--- config.mk ---
export PLATFORM = sky130hd
export DESIGN_NAME = pipe_ctrl
export DESIGN_NICKNAME = d
export VERILOG_FILES = /design/src/rtl/pipe_pkg.sv /design/src/rtl/pipe_ctrl_sat_cnt.sv /design/src/rtl/pipe_ctrl.sv
export SDC_FILE = /design/constraint.sdc
export NUM_CORES = 1
export LEC_CHECK = 0
export CAP_MARGIN = 5
export CORE_UTILIZATION = 40
export DETAILED_ROUTE_END_ITERATION = 8
export GPL_ROUTABILITY_DRIVEN = 1
export MAX_ROUTING_LAYER = met4
export PLACE_DENSITY = 0.75
export SKIP_CTS_REPAIR_TIMING = 1
export SLEW_MARGIN = 5
export SYNTH_ARGS = -nofsm -noshare
export SYNTH_HDL_FRONTEND = slang
export SYNTH_SLANG_ARGS = --single-unit
--- constraint.sdc ---
create_clock -name clk -period 3.6 [get_ports clk]
set_input_delay 0.54 -clock clk [delete_from_list [all_inputs] [get_ports clk]]
set_output_delay 0.54 -clock clk [all_outputs]
set_load 0.01 [all_outputs]
--- src/rtl/pipe_pkg.sv ---
// Shared types and constants for the pipeline hazard/flush controller.
package pipe_pkg;

   typedef enum logic [1:0] {
      ST_RUN     = 2'd0,
      ST_EX_WAIT = 2'd1,
      ST_FLUSH   = 2'd2,
      ST_ERR     = 2'd3
   } state_t;

   localparam int STALL_PC    = 0;
   localparam int STALL_IF_ID = 1;
   localparam int STALL_ID_EX = 2;
   localparam int STALL_EX_MEM = 3;
   localparam int STALL_MEM_WB = 4;
   localparam int STALL_WB    = 5;

   localparam logic [5:0] STALL_NONE = 6'b000000;
   localparam logic [5:0] STALL_ID   = 6'b000111;
   localparam logic [5:0] STALL_EX   = 6'b001111;
   localparam logic [5:0] STALL_ALL  = 6'b111111;

endpackage

--- src/rtl/pipe_ctrl_sat_cnt.sv ---
// Saturating up-counter with async active-low clear; reusable for perf counters.
module sat_cnt #(
   parameter int W = 32
) (
   input  logic         clk,
   input  logic         rst_n,
   input  logic         inc,
   output logic [W-1:0] cnt
);

   logic [W-1:0] cnt_q, cnt_d;

   always_comb begin
      cnt_d = cnt_q;
      if (inc && (cnt_q != {W{1'b1}})) begin
         cnt_d = cnt_q + {{(W-1){1'b0}}, 1'b1};
      end
   end

   always_ff @(posedge clk or negedge rst_n) begin
      if (!rst_n) begin
         cnt_q <= '0;
      end else begin
         cnt_q <= cnt_d;
      end
   end

   assign cnt = cnt_q;

endmodule

--- src/rtl/pipe_ctrl.sv ---
// Pipeline stall/flush controller with EX-stall watchdog and stall-cycle counter.
//
// state    | meaning
// RUN      | normal issue; ID/EX stall requests applied combinationally
// EX_WAIT  | multi-cycle EX op busy; watchdog counting consecutive EX stalls
// FLUSH    | one-cycle pipeline clear, PC loads new_pc
// ERR      | watchdog expired; everything held until reset
module pipe_ctrl
   import pipe_pkg::*;
#(
   parameter int MAX_EX_STALL = 64
) (
   input  logic        clk,
   input  logic        rst,
   input  logic        stallreq_id,
   input  logic        stallreq_ex,
   input  logic        excp_req,
   input  logic [31:0] excp_pc,
   output logic [5:0]  stall,
   output logic        flush,
   output logic [31:0] new_pc,
   output logic        timeout_err,
   output logic [31:0] stall_cycles
);

   localparam int CNT_W = $clog2(MAX_EX_STALL + 1);
   localparam logic [CNT_W-1:0] CNT_ONE   = CNT_W'(1);
   localparam logic [CNT_W-1:0] CNT_MAX   = CNT_W'(MAX_EX_STALL);
   localparam logic [CNT_W-1:0] CNT_LIMIT = CNT_W'(MAX_EX_STALL - 1);

   state_t             state_q, state_d;
   logic [CNT_W-1:0]   ex_cnt_q, ex_cnt_d;
   logic [31:0]        new_pc_q, new_pc_d;
   logic               flush_q, flush_d;
   logic               err_q, err_d;

   always_comb begin
      if (state_q == ST_ERR) begin
         stall = STALL_ALL;
      end else if ((state_q == ST_FLUSH) || excp_req) begin
         stall = STALL_NONE;
      end else if (stallreq_ex) begin
         stall = STALL_EX;
      end else if (stallreq_id) begin
         stall = STALL_ID;
      end else begin
         stall = STALL_NONE;
      end
   end

   always_comb begin
      state_d  = state_q;
      ex_cnt_d = ex_cnt_q;
      new_pc_d = new_pc_q;
      if (state_q != ST_ERR) begin
         if (excp_req) begin
            new_pc_d = excp_pc;
         end
         // Watchdog counts only cycles that actually held the pipe with the EX pattern.
         if (stall == STALL_EX) begin
            ex_cnt_d = (ex_cnt_q == CNT_MAX) ? ex_cnt_q : ex_cnt_q + CNT_ONE;
         end else begin
            ex_cnt_d = '0;
         end
      end
      unique case (state_q)
         ST_RUN: begin
            if (excp_req)         state_d = ST_FLUSH;
            else if (stallreq_ex) state_d = ST_EX_WAIT;
         end
         ST_EX_WAIT: begin
            if (excp_req)                   state_d = ST_FLUSH;
            else if (!stallreq_ex)          state_d = ST_RUN;
            else if (ex_cnt_q >= CNT_LIMIT) state_d = ST_ERR;
         end
         ST_FLUSH: begin
            state_d = excp_req ? ST_FLUSH : ST_RUN;
         end
         ST_ERR: begin
            state_d = ST_ERR;
         end
         default: state_d = ST_RUN;
      endcase
      flush_d = (state_d == ST_FLUSH);
      err_d   = (state_d == ST_ERR);
   end

   always_ff @(posedge clk or negedge rst) begin
      if (!rst) begin
         state_q  <= ST_RUN;
         ex_cnt_q <= '0;
         new_pc_q <= 32'h0000_0000;
         flush_q  <= 1'b0;
         err_q    <= 1'b0;
      end else begin
         state_q  <= state_d;
         ex_cnt_q <= ex_cnt_d;
         new_pc_q <= new_pc_d;
         flush_q  <= flush_d;
         err_q    <= err_d;
      end
   end

   sat_cnt #(.W(32)) u_stall_cnt (
      .clk   (clk),
      .rst_n (rst),
      .inc   (stall[STALL_PC]),
      .cnt   (stall_cycles)
   );

   assign flush       = flush_q;
   assign new_pc      = new_pc_q;
   assign timeout_err = err_q;

endmodule

==> results of run 1 <==
cell usage in the layout, fill, tap and decap left out, drive strengths merged, types with 2 or more instances in the layout:
cell type	count
clkdlybuf4s50	107
dfrtp	75
mux2	34
xnor2	25
nand4	18
nand2	17
nand3	15
nor2	14
and3	10
clkbuf	9
inv	7
o21ai	7
a31oi	6
xor2	4
bufinv	4
buf	4
nor4b	3
ha	3
a21oi	2
nor4	2
and2	2
a22o	2
mux2i	2
nand4b	2
clkinvlp	2
nor3	2
state kept, by name, indices dropped and copies added, names as in the netlist:
| register | cells |
|---|---|
| ex_cnt_q | 7 |
| flush | 1 |
| new_pc | 32 |
| state_q | 2 |
| timeout_err | 1 |
| u_stall_cnt.cnt | 32 |
path summary, 6_finish.rpt:
| path | from | endpoint | cells past startpoint |
|---|---|---|---|
| max | stallreq_ex | stall[2] | 5 |
| min | rst | u_stall_cnt.cnt[13] | 1 |
| max reg2reg | u_stall_cnt.cnt[0] | u_stall_cnt.cnt[1] | 5 |
| min reg2reg | u_stall_cnt.cnt[28] | u_stall_cnt.cnt[28] | 1 |
| max in group asynchronous | rst | new_pc[22] | 2 |
| min in group clk | u_stall_cnt.cnt[28] | u_stall_cnt.cnt[28] | 1 |
per-layer routing:
metal / track usage [%] / up-vias / wire [um]
met5: - / - / 0
met4: 7.05 / 0 / 99
met3: 5.10 / 13 / 537
met2: 28.1 / 90 / 3490
met1: 22.5 / 1225 / 3190
li1: - / 1190 / -
report_power, final:
| part | switching [mW] | internal (mW) | total, mW |
|---|---|---|---|
| Sequential | 0.0728 | 0.938 | 1.01 |
| Combinational | 0.191 | 0.295 | 0.487 |
| Clock | 0.326 | 0.529 | 0.855 |
| Total | 0.590 | 1.76 | 2.35 |
through the flow:
stage | worst slack (ns) | util, %
2_1_floorplan | 1.68 | -
3_3_place_gp | 0.819 | 55.4
3_5_place_dp | 0.774 | 55.4
4_1_cts | 0.769 | 58.6
5_1_grt | 0.665 | 58.6
6_report | 0.764 | 58.6
area by class of cell:
class	count	area (um2)
fill	670	3380
sequential	75	1880
multi-input combinational	177	1400
timing repair buffer	111	1100
clock inverter	7	140
tap	105	131
clock buffer	9	124
inverter	7	26.3
worst max-delay path: cells and delay by family:
family / cells / cell delay [ns]
AOI/OAI and AO/OA: 1 / 0.33
buffers and inverters: 3 / 1.33
and+or+nand+nor: 1 / 0.09
cells by family (layout without fill, tap and decap cells):
group                    Yosys count  in the layout  synth area share, %
adder cells (fa/ha/maj)            3              3                 1.11
flip-flops                        75             75                 55.7
buffers and inverters             19            134                 3.04
AND/OR/NAND/NOR                   88             88                 16.0
AO/OA/AOI/OAI                     21             21                 4.56
multiplexers                      36             36                 12.1
XOR/XNOR                          29             29                 7.53
==> results by group, run 1 <==
Job
  • Max_cap viols: 0

Power and ir drop
  • VDD IR max: 0.334 mV
  • Leakage Power: 2.04 nW
  • Power Total: 2.35 mW
  • Power per standard cell area: 491 mW/mm2

Placed design
  • Cell Area, Placed: 0.00453 mm2
  • Detailed placer's ending HPWL: 5.18 mm
  • Placed Cells: 475
  • Gpl congestion: 0.828
  • Port Buffers: 108

Detailed routing
  • Wirelength, routed: 7.32 mm
  • Vias: 2,518
  • Drt initial violations: 73
  • WL/cell: 14.9 um
  • DRC violations left: 0
  • Post-DRT Antenna Nets: 0
  • Vias/cell: 5.13
  • DRT Pass-1 Iters: 4

Finish
  • Diodes inserted: 0
  • Area growth from synthesis to layout: 42.1%
  • Share of post-route cells with drive strength above 1: 17.4%
  • Non-Filler Instances: 491
  • Post-layout instance area: 0.00479 mm2
  • Nets: 421

Floorplan
  • Die Area: 0.00880 mm2
  • Core ar.: 0.00818 mm2
  • Chip height: 93.8 um
  • FP Rows: 33
  • Initial Utilization: 41.2%
  • I/O pins: 109
  • Die width: 93.8 um

Critical path
  • Worst-path maximum fanout: 8
  • CP max stage cell: clkdlybuf4s50_1
  • CP Class: primary input to primary output
  • Worst setup SP type: primary input
  • Reg2reg setup slack: 1.31 ns
  • CP required: 3.06 ns
  • Most frequent CP cell: clkdlybuf4s50_1
  • CP cell instances: clkdlybuf4s50_1, nor2_1, o31a_1, inv_1, clkdlybuf4s50_1
  • CP arrival: 2.30 ns
  • Critical Path Max Stage Delay: 0.62 ns
  • CP endpoint kind: primary output

STA
  • Worst slew margin: 53.2%
  • Min Tclk post-route: 2.84 ns
  • Tcrit/Tclk final: 78.8%
  • Final setup viols: 0
  • RSZ-0062 raised after global routing: no
  • Max Slew Vio Count: 0
  • Slew @ Worst Pin: 0.703 ns
  • F_max: 0.353 GHz
  • WHS: 0.177 ns
  • Fin. Hold Viols: 0
  • Clk_skew: 0.00575 ns
  • Setup TNS Final: 0 ns

GRT
  • Vias in the first global route: 2,502
  • Largest net degree at the start of global routing: 34
  • Grt ovf: 0
  • First-pass GRT wire length: 12.0 mm
  • Initial antenna violation count: 0
  • Global-route usage over all layers: 18.1%

Synth
  • Post-Syn Nets: 311
  • Leading area contributor after synthesis: dfrtp_1
  • Top area cells in the synthesized netlist: dfrtp_1 56%, mux2_2 11%, xnor2_1 6.5%
  • Post-synth EDFFs: 0
  • Sequential fraction of the synthesis area: 55.7%
  • Synthesized cell area: 0.00337 mm2
  • Synth cell count leaders: 75 x dfrtp_1, 33 x mux2_2, 25 x xnor2_1
  • Synth warnings: 0
  • Mapped Cells: 271
  • Count leader, synth: dfrtp_1
  • Avg Cell Area, Syn: 12.4 um2
  • Fraction of registers with async set/reset: 100%
  • Register bit total from synthesis: 75
  • Dominant register cell in the synthesized netlist: dfrtp_1
  • Count of different cell masters after synthesis: 39
  • Yosys top cell area share: 55.7%

Clock tree
  • Reg clk slew, reported paths: 0.08 ns
  • Total number of H-tree levels: 3
  • TritonCTS Buffers: 9
  • CTS tree: done
  • Clk_lat worst skew: 0.35 ns
  • Clock sink count: 75
  • Maximum buffer depth of the clock tree: 2
  • CTS Root Cell: clkbuf_8

Outcome
  • Status: complete, no violations

Worst hold path
  • Hold Crit Class: primary input to asynchronous set/reset pin
Note: power is estimated with default switching activity, not from simulation.
==> inputs of run 2 (changes only) <==
--- a/config.mk
+++ b/config.mk
@@ -10,7 +10,7 @@
 export DETAILED_ROUTE_END_ITERATION = 8
 export GPL_ROUTABILITY_DRIVEN = 1
 export MAX_ROUTING_LAYER = met4
-export PLACE_DENSITY = 0.75
+export PLACE_DENSITY = 0.78
 export SKIP_CTS_REPAIR_TIMING = 1
 export SLEW_MARGIN = 5
 export SYNTH_ARGS = -nofsm -noshare
==> constraint.sdc (replaced) <==
create_clock -name clk -period 2.4 [get_ports clk]
set_input_delay 0.36 -clock clk [delete_from_list [all_inputs] [get_ports clk]]
set_output_delay 0.36 -clock clk [all_outputs]
set_load 0.01 [all_outputs]
==> run 2 against run 1 <==
  * Total power increased by 42%
  * Combinational power up 55%
  * Count of clock-buffer cells in the layout stayed put
  * Critical path type is now flip-flop to primary output
  * Via count up 0.40%
  * Global-route usage about the same
  * Sequential power up 50%
  * Clock power up 24%
  * Non-clock buffer count rose by 3
  * Core utilization is essentially flat
  * Critical path depth fell by 1
  * Register-to-register slack worse by 0.93 ns
==> results by group, run 2 (synthesis results as in run 1) <==
Outcome
  • Status: complete, no violations

STA
  • Min Tclk post-route: 2.24 ns
  • F_max: 0.447 GHz
  • Max Slew Vio Count: 0
  • RSZ-0062 raised after global routing: no
  • Tcrit/Tclk final: 93.3%
  • Fin. Hold Viols: 0
  • Worst slew margin: 38.2%
  • Clk_skew: 0.00999 ns
  • Slew @ Worst Pin: 0.927 ns
  • Setup TNS Final: 0 ns
  • WHS: 0.159 ns
  • Final setup viols: 0

Power and ir drop
  • Switching pwr: 0.877 mW
  • Reg power frac: 45.6%
  • Int Power: 2.45 mW
  • Power Total: 3.33 mW
  • Power per standard cell area: 694 mW/mm2
  • VDD IR max: 0.481 mV
  • Combinational power share: 22.6%
  • Sw Ratio: 26.3%
  • Clock power share: 31.7%
  • Leakage Power: 2.05 nW

Critical path
  • Worst setup SP type: flip-flop
  • Reg2Reg Capture Point: u_stall_cnt.cnt[1]
  • Critical Path Max Stage Delay: 0.56 ns
  • CP arrival: 1.88 ns
  • CP endpoint kind: primary output
  • R2r startpoint: u_stall_cnt.cnt[0]
  • Critical Path Source: state_q[1]
  • Stages on the worst setup path: 4
  • Reg2reg setup slack: 0.38 ns
  • Worst-case reg-to-reg path depth: 6
  • CP required: 2.04 ns
  • CP Buf/Inv Count: 2
  • CP max stage cell: clkdlybuf4s50_1
  • Worst-path maximum fanout: 7
  • Crit path max-delay family: buffers and inverters
  • CP cell instances: nand2_1, o31a_1, inv_1, clkdlybuf4s50_1
  • Crit path capture: stall[1]
  • CP Class: flip-flop to primary output

GRT
  • Largest net degree at the start of global routing: 76
  • Initial antenna violation count: 0
  • Global-route usage over all layers: 18.1%
  • First-pass GRT wire length: 12.1 mm
  • Grt ovf: 0
  • Vias in the first global route: 2,586

Floorplan
  • Chip height: 93.8 um
  • I/O pins: 109
  • Die Area: 0.00880 mm2
  • Initial Utilization: 41.2%
  • Die width: 93.8 um
  • FP Rows: 33
  • Core ar.: 0.00818 mm2

Placed design
  • Gpl congestion: 0.881
  • Detailed placer's ending HPWL: 5.23 mm
  • Placed Cells: 478
  • Port Buffers: 108

Detailed routing
  • WL/cell: 14.9 um
  • DRT Pass-1 Iters: 4
  • Vias/cell: 5.12
  • Vias: 2,528
  • Drt initial violations: 74
  • Post-DRT Antenna Nets: 0
  • DRC violations left: 0
  • Wirelength, routed: 7.35 mm

Clock tree
  • Clk_lat worst skew: 0.33 ns
  • TritonCTS Buffers: 9
  • Total number of H-tree levels: 3
  • Clock sink count: 75
  • CTS Root Cell: clkbuf_8
  • Maximum buffer depth of the clock tree: 2
  • Reg clk slew, reported paths: 0.08 ns
  • CTS tree: done

Job
  • Max_cap viols: 0

Finish
  • Final core occ: 58.6%
  • Share of post-route cells with drive strength above 1: 18.0%
  • Area growth from synthesis to layout: 42.2%
  • Most frequent cells in the layout: 107 x clkdlybuf4s50_1, 75 x dfrtp_1, 33 x mux2_2
  • Nets: 424
  • Non-Filler Instances: 494
  • Most common cell after layout, fill and taps aside: clkdlybuf4s50_1
  • Diodes inserted: 0

Worst hold path
  • Hold Crit Class: primary input to asynchronous set/reset pin
-- run 2: changes by cell type in the layout (fill, tap and decap cells not counted), sizes merged --
cell / delta
bufinv: -2
clkinv: +4
buf: +3
clkinvlp: -2
-- run 2: worst min path at each step --
| stage | to | slack (ns) | cells past startpoint |
|---|---|---|---|
| after floorplan | ex_cnt_q[0] | 0.06 | 0 |
| after global placement | u_stall_cnt.cnt[7] | 0.48 | 1 |
| after detailed placement | new_pc[29] | 0.50 | 1 |
| after CTS | u_stall_cnt.cnt[3] | 0.19 | 1 |
| after global routing | u_stall_cnt.cnt[16] | 0.24 | 1 |
| final | u_stall_cnt.cnt[16] | 0.16 | 1 |
-- run 2: cell type report --
class	count	area, um2
clock buffers	9	124
flip-flops and latches	75	1880
multi-input cells	177	1400
clock inverters	7	92.6
well taps	105	131
inverters	7	26.3
fillers	677	3380
repair buffers	114	1150
-- run 2: power groups by stage --
stage	clock [mW]	combinational [mW]	sequential [mW]
final	1.06	0.753	1.52
after CTS	1.09	0.765	1.52
after detailed placement	0	0.761	1.54
after floorplan	0	0.253	1.60
after global routing	1.14	0.815	1.54
after global placement	0	0.749	1.53
-- run 2: metal layers --
metal  vias up  wire, um  track usage, %
met5         -         0               -
met4         0        64            6.28
met3         7       523            4.29
met2        88      3650            29.3
met1      1241      3120            22.3
li1       1192         -               -
-- run 2: metrics by stage --
stage	setup slack (ns)	area, um2
after floorplan	0.483	3370
after global placement	0.181	4580
after detailed placement	0.153	4580
after CTS	0.132	4790
after global routing	0.00764	4790
final	0.162	4790
